<file path="src/rtl/tone_meter.sv">
// tone_meter: measures period and high time of an external square wave in the CLOCK_50 domain.
// Optional input deglitch filter is enabled by defining TONE_METER_DEGLITCH_EN.
module tone_meter #(
    parameter int COUNTER_SIZE    = 32,
    parameter int TIMEOUT_CYCLES  = 100000000,
    parameter int DEGLITCH_CYCLES = 4
) (
    input  logic                    CLOCK_50,
    input  logic                    RESET,
    input  logic                    TONE_IN,
    output logic [COUNTER_SIZE-1:0] PERIOD,
    output logic [COUNTER_SIZE-1:0] HIGH_TIME,
    output logic                    PERIOD_VALID,
    output logic                    TIMEOUT,
    output logic                    LOCKED,
    output logic                    LED
);

    localparam logic [COUNTER_SIZE-1:0] TIMEOUT_VAL = COUNTER_SIZE'(TIMEOUT_CYCLES);
    localparam logic [COUNTER_SIZE-1:0] CNT_ONE     = COUNTER_SIZE'(1);

    typedef enum logic {
        ST_IDLE,
        ST_MEASURE
    } state_t;

    if (DEGLITCH_CYCLES < 1 || TIMEOUT_CYCLES < 1 ||
        (COUNTER_SIZE < 32 && longint'(TIMEOUT_CYCLES) >= (longint'(1) << COUNTER_SIZE))) begin : g_badConfig
        $error("tone_meter: invalid parameter combination");
    end

    state_t r_state;
    state_t w_stateNext;

    logic r_s1;
    logic r_s2;
    logic r_fPrev;
    logic w_f;
    logic w_rise;

    logic [COUNTER_SIZE-1:0] r_pcnt;
    logic [COUNTER_SIZE-1:0] r_hcnt;
    logic [COUNTER_SIZE-1:0] r_period;
    logic [COUNTER_SIZE-1:0] r_highTime;
    logic                    r_periodValid;
    logic                    r_timeout;
    logic                    r_locked;

    logic [COUNTER_SIZE-1:0] w_pcntNext;
    logic [COUNTER_SIZE-1:0] w_hcntNext;
    logic [COUNTER_SIZE-1:0] w_periodNext;
    logic [COUNTER_SIZE-1:0] w_highTimeNext;
    logic                    w_periodValidNext;
    logic                    w_timeoutNext;
    logic                    w_lockedNext;

    // Two-flop synchronizer for the asynchronous tone line.
    always_ff @(posedge CLOCK_50) begin
        if (RESET) begin
            r_s1 <= 1'b0;
            r_s2 <= 1'b0;
        end else begin
            r_s1 <= TONE_IN;
            r_s2 <= r_s1;
        end
    end

`ifdef TONE_METER_DEGLITCH_EN
    localparam int              GW          = $clog2(DEGLITCH_CYCLES + 1);
    localparam logic [GW-1:0]   GLITCH_LAST = GW'(DEGLITCH_CYCLES - 1);
    localparam logic [GW-1:0]   GLITCH_ONE  = GW'(1);

    logic [GW-1:0] r_gcnt;
    logic          r_filt;

    // The filtered level follows s2 only after it has disagreed for DEGLITCH_CYCLES cycles in a row.
    always_ff @(posedge CLOCK_50) begin
        if (RESET) begin
            r_filt <= 1'b0;
            r_gcnt <= '0;
        end else if (r_s2 != r_filt) begin
            if (r_gcnt == GLITCH_LAST) begin
                r_filt <= r_s2;
                r_gcnt <= '0;
            end else begin
                r_gcnt <= r_gcnt + GLITCH_ONE;
            end
        end else begin
            r_gcnt <= '0;
        end
    end

    assign w_f = r_filt;
`else
    assign w_f = r_s2;
`endif

    assign w_rise = w_f & ~r_fPrev;

    always_ff @(posedge CLOCK_50) begin
        if (RESET) begin
            r_state <= ST_IDLE;
        end else begin
            r_state <= w_stateNext;
        end
    end

    always_comb begin
        w_stateNext = r_state;
        case (r_state)
            ST_IDLE: begin
                if (w_rise) begin
                    w_stateNext = ST_MEASURE;
                end
            end
            ST_MEASURE: begin
                if (!w_rise && r_pcnt == TIMEOUT_VAL) begin
                    w_stateNext = ST_IDLE;
                end
            end
            default: w_stateNext = ST_IDLE;
        endcase
    end

    // A rise arriving exactly at the timeout count still completes the measurement.
    always_comb begin
        w_pcntNext        = r_pcnt;
        w_hcntNext        = r_hcnt;
        w_periodNext      = r_period;
        w_highTimeNext    = r_highTime;
        w_periodValidNext = 1'b0;
        w_timeoutNext     = 1'b0;
        w_lockedNext      = r_locked;
        case (r_state)
            ST_IDLE: begin
                if (w_rise) begin
                    w_pcntNext = CNT_ONE;
                    w_hcntNext = CNT_ONE;
                end
            end
            ST_MEASURE: begin
                if (w_rise) begin
                    w_periodNext      = r_pcnt;
                    w_highTimeNext    = r_hcnt;
                    w_periodValidNext = 1'b1;
                    w_lockedNext      = 1'b1;
                    w_pcntNext        = CNT_ONE;
                    w_hcntNext        = CNT_ONE;
                end else if (r_pcnt == TIMEOUT_VAL) begin
                    w_timeoutNext = 1'b1;
                    w_lockedNext  = 1'b0;
                end else begin
                    w_pcntNext = r_pcnt + CNT_ONE;
                    if (w_f && r_hcnt != TIMEOUT_VAL) begin
                        w_hcntNext = r_hcnt + CNT_ONE;
                    end
                end
            end
            default: begin
                w_lockedNext = 1'b0;
            end
        endcase
    end

    always_ff @(posedge CLOCK_50) begin
        if (RESET) begin
            r_fPrev       <= 1'b0;
            r_pcnt        <= '0;
            r_hcnt        <= '0;
            r_period      <= '0;
            r_highTime    <= '0;
            r_periodValid <= 1'b0;
            r_timeout     <= 1'b0;
            r_locked      <= 1'b0;
        end else begin
            r_fPrev       <= w_f;
            r_pcnt        <= w_pcntNext;
            r_hcnt        <= w_hcntNext;
            r_period      <= w_periodNext;
            r_highTime    <= w_highTimeNext;
            r_periodValid <= w_periodValidNext;
            r_timeout     <= w_timeoutNext;
            r_locked      <= w_lockedNext;
        end
    end

    assign PERIOD       = r_period;
    assign HIGH_TIME    = r_highTime;
    assign PERIOD_VALID = r_periodValid;
    assign TIMEOUT      = r_timeout;
    assign LOCKED       = r_locked;
    assign LED          = r_locked;

endmodule

</file>
<file path="config.mk">
export PLATFORM = sky130hd
export DESIGN_NAME = tone_meter
export DESIGN_NICKNAME = d
export VERILOG_FILES = /design/src/rtl/tone_meter.sv
export SDC_FILE = /design/constraint.sdc
export NUM_CORES = 1
export LEC_CHECK = 0
export ABC_AREA = 1
export CAP_MARGIN = 0
export CORE_MARGIN = 1.5
export CORE_UTILIZATION = 45
export DETAILED_ROUTE_END_ITERATION = 10
export PLACE_DENSITY = 0.73
export SLEW_MARGIN = 20
export SYNTH_ARGS = -nofsm -noshare
export SYNTH_HDL_FRONTEND = slang
export SYNTH_SLANG_ARGS = --single-unit
</file>
<file path="constraint.sdc">
create_clock -name CLOCK_50 -period 2.4 [get_ports CLOCK_50]
set_input_delay 0.48 -clock CLOCK_50 [delete_from_list [all_inputs] [get_ports CLOCK_50]]
set_output_delay 0.48 -clock CLOCK_50 [all_outputs]
set_load 0.02 [all_outputs]
</file>
==> After elaboration in Yosys (flattened, before gate mapping) <==
Cells that the tools add are included.
Widths: inputs -> output; s select.
{ "word_totals": {"inputBits": 3, "output_inout_bits": 68, "reg_bits": 135, "elab_cells": 45} }
{ "classes": {"n_reduce_logical": 10, "addsub": 2, "bitwise": 3, "muxes": 14, "eq_ne": 5} }
{ "op_table": {"columns": ["operator", "count"], "rows": [
  ["$mux 32", 6],
  ["$pmux 32 s2", 2],
  ["$add 32x1->32 const B", 2],
  ["$eq 32x27->1 const B", 1],
  ["$ne 32x27->1 const B", 1],
  ["$reduce_and 2->1", 3],
  ["$mux 1", 5],
  ["$ne 3x1->1 const B", 1],
  ["$ne 3x3->1 const B", 1],
  ["$reduce_and 3->1", 1],
  ["$reduce_or 3->1", 1],
  ["$logic_and 1x1->1", 2],
  ["$ne 2x2->1 const B", 1],
  ["$not 1->1", 2],
  ["$pmux 1 s2", 1],
  ["$reduce_bool 2->1", 1],
  ["$reduce_or 2->1", 1],
  ["$and 1x1->1", 1],
  ["$logic_not 1->1", 1]
]} }

==> Longest topological paths before layout <==
{ "depth": {"depth_word": 6, "ltp_mapped": 14} }

==> Worst setup path before layout <==
No wires, ideal clock.
{ "synth_path": {"path_type": "reg2reg", "startpoint": "reg r_hcnt[0]", "endpoint": "reg r_hcnt[3]", "t_arrival_ns": 1.628, "synth_period_minus_slack_ns": 1.699, "n_path_buf": 2, "path_stages_with_launch": 14, "slack_ns": 0.701, "setup_ns": 0.070, "path_cell_list": "dfxtp_1 -> inv_1 -> ha_1 -> nand2_1 -> nor2_1 -> nand2_1 -> nor2_1 -> nand2_1 -> nand2_1 -> nand2_2 -> buf_2 -> buf_6 -> nand3_1 -> a21oi_1"} }
{ "synth_between": {"elab_chain_cells": 5} }
{ "synth_rtl": {"columns": ["item", "line_no", "text"], "rows": [
  ["start, declared", "42", "logic [COUNTER_SIZE-1:0] r_hcnt;"],
  ["start signal, assigned", "178", "r_hcnt <= w_hcntNext;"],
  ["$add 32x1->32", "155", "w_hcntNext = r_hcnt + CNT_ONE;"],
  ["$mux 32", "154", "if (w_f && r_hcnt != TIMEOUT_VAL) begin"],
  ["$mux 32", "149", "end else if (r_pcnt == TIMEOUT_VAL) begin"],
  ["$mux 32", "142", "if (w_rise) begin"],
  ["$pmux 32 s2", "134", "case (r_state)"]
]} }
Several ways; a longest one is shown, not always the timed one. The select of a mux whose other input is x is not followed.
A chain may end at the register's enable or synchronous reset.

==> Final worst setup path <==
{ "layout_path": {"startpoint": "reg r_pcnt[0]", "endpoint": "reg r_pcnt[31]"} }
{ "layout_between": {"elab_chain_cells": 4} }
{ "layout_rtl": {"columns": ["item", "line_no", "text"], "rows": [
  ["start, declared", "41", "logic [COUNTER_SIZE-1:0] r_pcnt;"],
  ["start signal, assigned", "177", "r_pcnt <= w_pcntNext;"],
  ["$add 32x1->32", "153", "w_pcntNext = r_pcnt + CNT_ONE;"],
  ["$mux 32", "149", null],
  ["$mux 32", "142", null],
  ["$pmux 32 s2", "134", null]
]} }
Several ways; a longest one is shown, not always the timed one. The select of a mux whose other input is x is not followed.

==> results.sh <==
export IMPL_outcome="finished clean"
export IMPL_die_h_um=129
export IMPL_endpoint="r_pcnt[31]"
export IMPL_ant_nets=0
export IMPL_ys_types=29
export IMPL_grt_pass1_vias=6851
export IMPL_crit_slowest_cell="dfxtp_1"
export IMPL_cts_root_buf="clkbuf_16"
export IMPL_hold_path_class="reg2reg"
export IMPL_synthMuxAreaShare=0
export IMPL_clock_sinks=135
export IMPL_syn_area_per_cell_um2=6.23
export IMPL_num_rows=45
export IMPL_final_period_utilization=0.908
export IMPL_groute_usage_overall=0.251
export IMPL_path_cells="inv_1 > ha_1 > inv_1 > nor2_1 > nand2_1 > nor2_2 > nand2_2 > nand2_4 > nand2_8 > clkinv_2 > nand2_1 > a21oi_1"
export IMPL_power_density_nw_per_um2=617
export IMPL_synth_xor_area_frac=0.00122
export IMPL_synth_nets=1159
export IMPL_ctsResizeCount=0
export IMPL_first_pass_iters=5
export IMPL_critPathMaxFanout=47
export IMPL_vias=7482
export IMPL_yosysSeqAreaShare=0.377
export IMPL_netlist_area_um2=7170
export IMPL_critical_path_required_ps=2680
export IMPL_cp_end_kind="register"
export IMPL_cts_tree="built"
export IMPL_min_period_ps=2180
export IMPL_synth_compound_area_share=0.0876
export IMPL_cts_inserted_buffers=17
export IMPL_die_x_um=129
export IMPL_peakVddDrop_mv=0.526
export IMPL_syn_to_final_growth_pct=21.4
export IMPL_fin_skew_ps=6.39
export IMPL_wirelength_um=20400
export IMPL_clk_pin_slew_ps=60
export IMPL_routabilityCongestion=0.915
export IMPL_regToRegEndpoint="r_pcnt[31]"
export IMPL_portBuffers=70
export IMPL_leakage_nw=2.98
export IMPL_ff2ff_path_depth=12
export IMPL_grt_pass1_wl_um=33000
export IMPL_grt_max_degree=78
export IMPL_worstPathArrival_ps=2460
export IMPL_ios=71
export IMPL_startpoint="r_pcnt[0]"
export IMPL_clock_latency_ps=430
export IMPL_drive_above_1_share=0.0621
export IMPL_regArea_um2=2700
export IMPL_finalSetupViolations=0
export IMPL_yosysWarnings=0
export IMPL_rr_startpoint="r_pcnt[0]"
export IMPL_critical_path_class="reg2reg"
export IMPL_synth_simple_gate_area_frac=0.438
export IMPL_final_nets=1220
export IMPL_total_power_w=0.00538
export IMPL_placed_cell_area_um2=8070
export IMPL_multi_input_area_um2=3840
export IMPL_slowest_delay_ps=390
export IMPL_grt_setup_unrepaired="no"
export IMPL_fmax_mhz=459
export IMPL_core_area_um2=15400
export IMPL_maxCapViolCount=0
export IMPL_final_common_cell="nand2_1"
export IMPL_ff2ff_setup_slack_ps=220
export IMPL_antenna_found_initial=0
export IMPL_wl_per_cell_um=14.2
export IMPL_first_iter_violations=516
export IMPL_clockBufferDepth=2
export IMPL_slew_headroom=0.452
export IMPL_finalHoldViolations=0
export IMPL_start_util=0.467
export IMPL_finish_instance_area_um2=8710
export IMPL_htreeDepth=4
export IMPL_drc=0
export IMPL_grt_remaining_overflow=0
export IMPL_layout_common_cells="nand2_1 (346), nand3_1 (166), nor2_1 (162), dfxtp_1 (134), a21oi_1 (108)"
export IMPL_synth_seq_cells=135
export IMPL_tightestPinTransition_ps=823
export IMPL_syn_inst=1152
export IMPL_slew_viol_final=0
export IMPL_dpl_hpwl_um=14400
export IMPL_fin_setup_tns_ps=0
export IMPL_avgViaCountPerCell=5.21
export IMPL_dieArea_um2=16700
export IMPL_fillers=1526
export IMPL_num_antenna_cells=0
export IMPL_critPathLaunchType="register"
export IMPL_synth_adder_area_share=0.00698
export IMPL_synth_top_family_by_area="simple AND/OR/NAND/NOR gates"
## cells in the mapped netlist
library cell  number  area share
nand2_1          347        0.18
nand3_1          166        0.12
nor2_1           162       0.085
dfxtp_1          135        0.38
a21oi_1          108       0.075
inv_1             92       0.048
clkbuf_1          31       0.016
nand4_1           29       0.025
nor3_1            12      0.0084
buf_2             10      0.0070
o21ai_0            7      0.0049
buf_1              6      0.0031
o21bai_1           6      0.0063
buf_6              5      0.0079
nor4_1             5      0.0044
ha_1               4      0.0070
inv_2              4      0.0021
nand2_2            4      0.0035
nor2_2             4      0.0035
nand3b_1           3      0.0031
buf_4              2      0.0021
clkinv_1           2      0.0010
nand2_8            2      0.0056
and2_1             1     0.00087
clkbuf_2           1     0.00070
clkinv_2           1     0.00070
nand2_4            1      0.0016
o211ai_1           1      0.0010
xor2_1             1      0.0012
## worst min-delay path by stage
| stage | from | endpoint | slack (ps) | depth (start not counted) |
|---|---|---|---|---|
| global route | r_s1 | r_s2 | 410 | 2 |
| global placement | r_s1 | r_s2 | 400 | 2 |
| finish | r_s1 | r_s2 | 410 | 2 |
| floorplan | r_s1 | r_s2 | 390 | 2 |
| CTS | r_s1 | r_s2 | 410 | 2 |
| detailed placement | r_s1 | r_s2 | 400 | 2 |
## cell type report
cell class / count / share of cell area
Clock inverter: 12 / 0.0204
Timing Repair Buffer: 97 / 0.105
Inverter: 99 / 0.0428
Multi-Input combinational cell: 863 / 0.441
Tap cell: 211 / 0.0303
Clock buffer: 18 / 0.0504
Sequential cell: 135 / 0.310
## routing by layer
metal  GRT usage  vias up  share of wire
li1            -     3855              -
met5           0        -              0
met1       0.294     3397           0.43
met4      0.0978        0          0.024
met2       0.446      192           0.50
met3      0.0574       38          0.048
## registers in the layout (all words and copies together) (netlist names)
| name | flops |
|---|---|
| r_pcnt | 32 |
| TIMEOUT | 1 |
| r_s1 | 1 |
| PERIOD | 32 |
| LED | 1 |
| r_s2 | 1 |
| r_fPrev | 1 |
| r_state | 1 |
| r_hcnt | 32 |
| HIGH_TIME | 32 |
| PERIOD_VALID | 1 |
## critical path, delay by kind of cell (launching register included)
kind | cells | cell delay [ps]
fa+ha+maj | 1 | 220
buf+inv | 3 | 510
simple gates | 7 | 810
compound gates | 1 | 80
flops | 1 | 390
## metrics by stage
stage / hold slack [ps] / setup slack, ps / instances / utilization
2_1_floorplan: 388 / 701 / 1152 / -
3_3_place_gp: 400 / 328 / 1404 / 0.525
3_5_place_dp: 400 / 256 / 1404 / 0.525
4_1_cts: 408 / 242 / 1434 / 0.565
5_1_grt: 413 / 16.0 / 1435 / 0.567
6_report: 406 / 222 / 1435 / 0.567
## logic make-up after synthesis
family / after synthesis
flip-flops: 135
buffers and inverters: 154
XOR/XNOR: 1
AO/OA/AOI/OAI: 122
AND/OR/NAND/NOR: 736
adder cells (fa/ha/maj): 4
## report_power, final
group | leakage, nW | total [W] | switching [W] | internal (W)
logic | 1.60 | 0.000305 | 0.000222 | 0.0000829
clock network | 0.290 | 0.00276 | 0.00101 | 0.00175
registers | 1.09 | 0.00232 | 0.0000454 | 0.00227
## repair_timing
item / 4_1_cts / 5_1_grt
setup endpoints to repair: 0 / 1
hold buffers: 0 / 0
buffers inserted: 0 / 1
No activity file was read; power rests on OpenSTA's default activity.
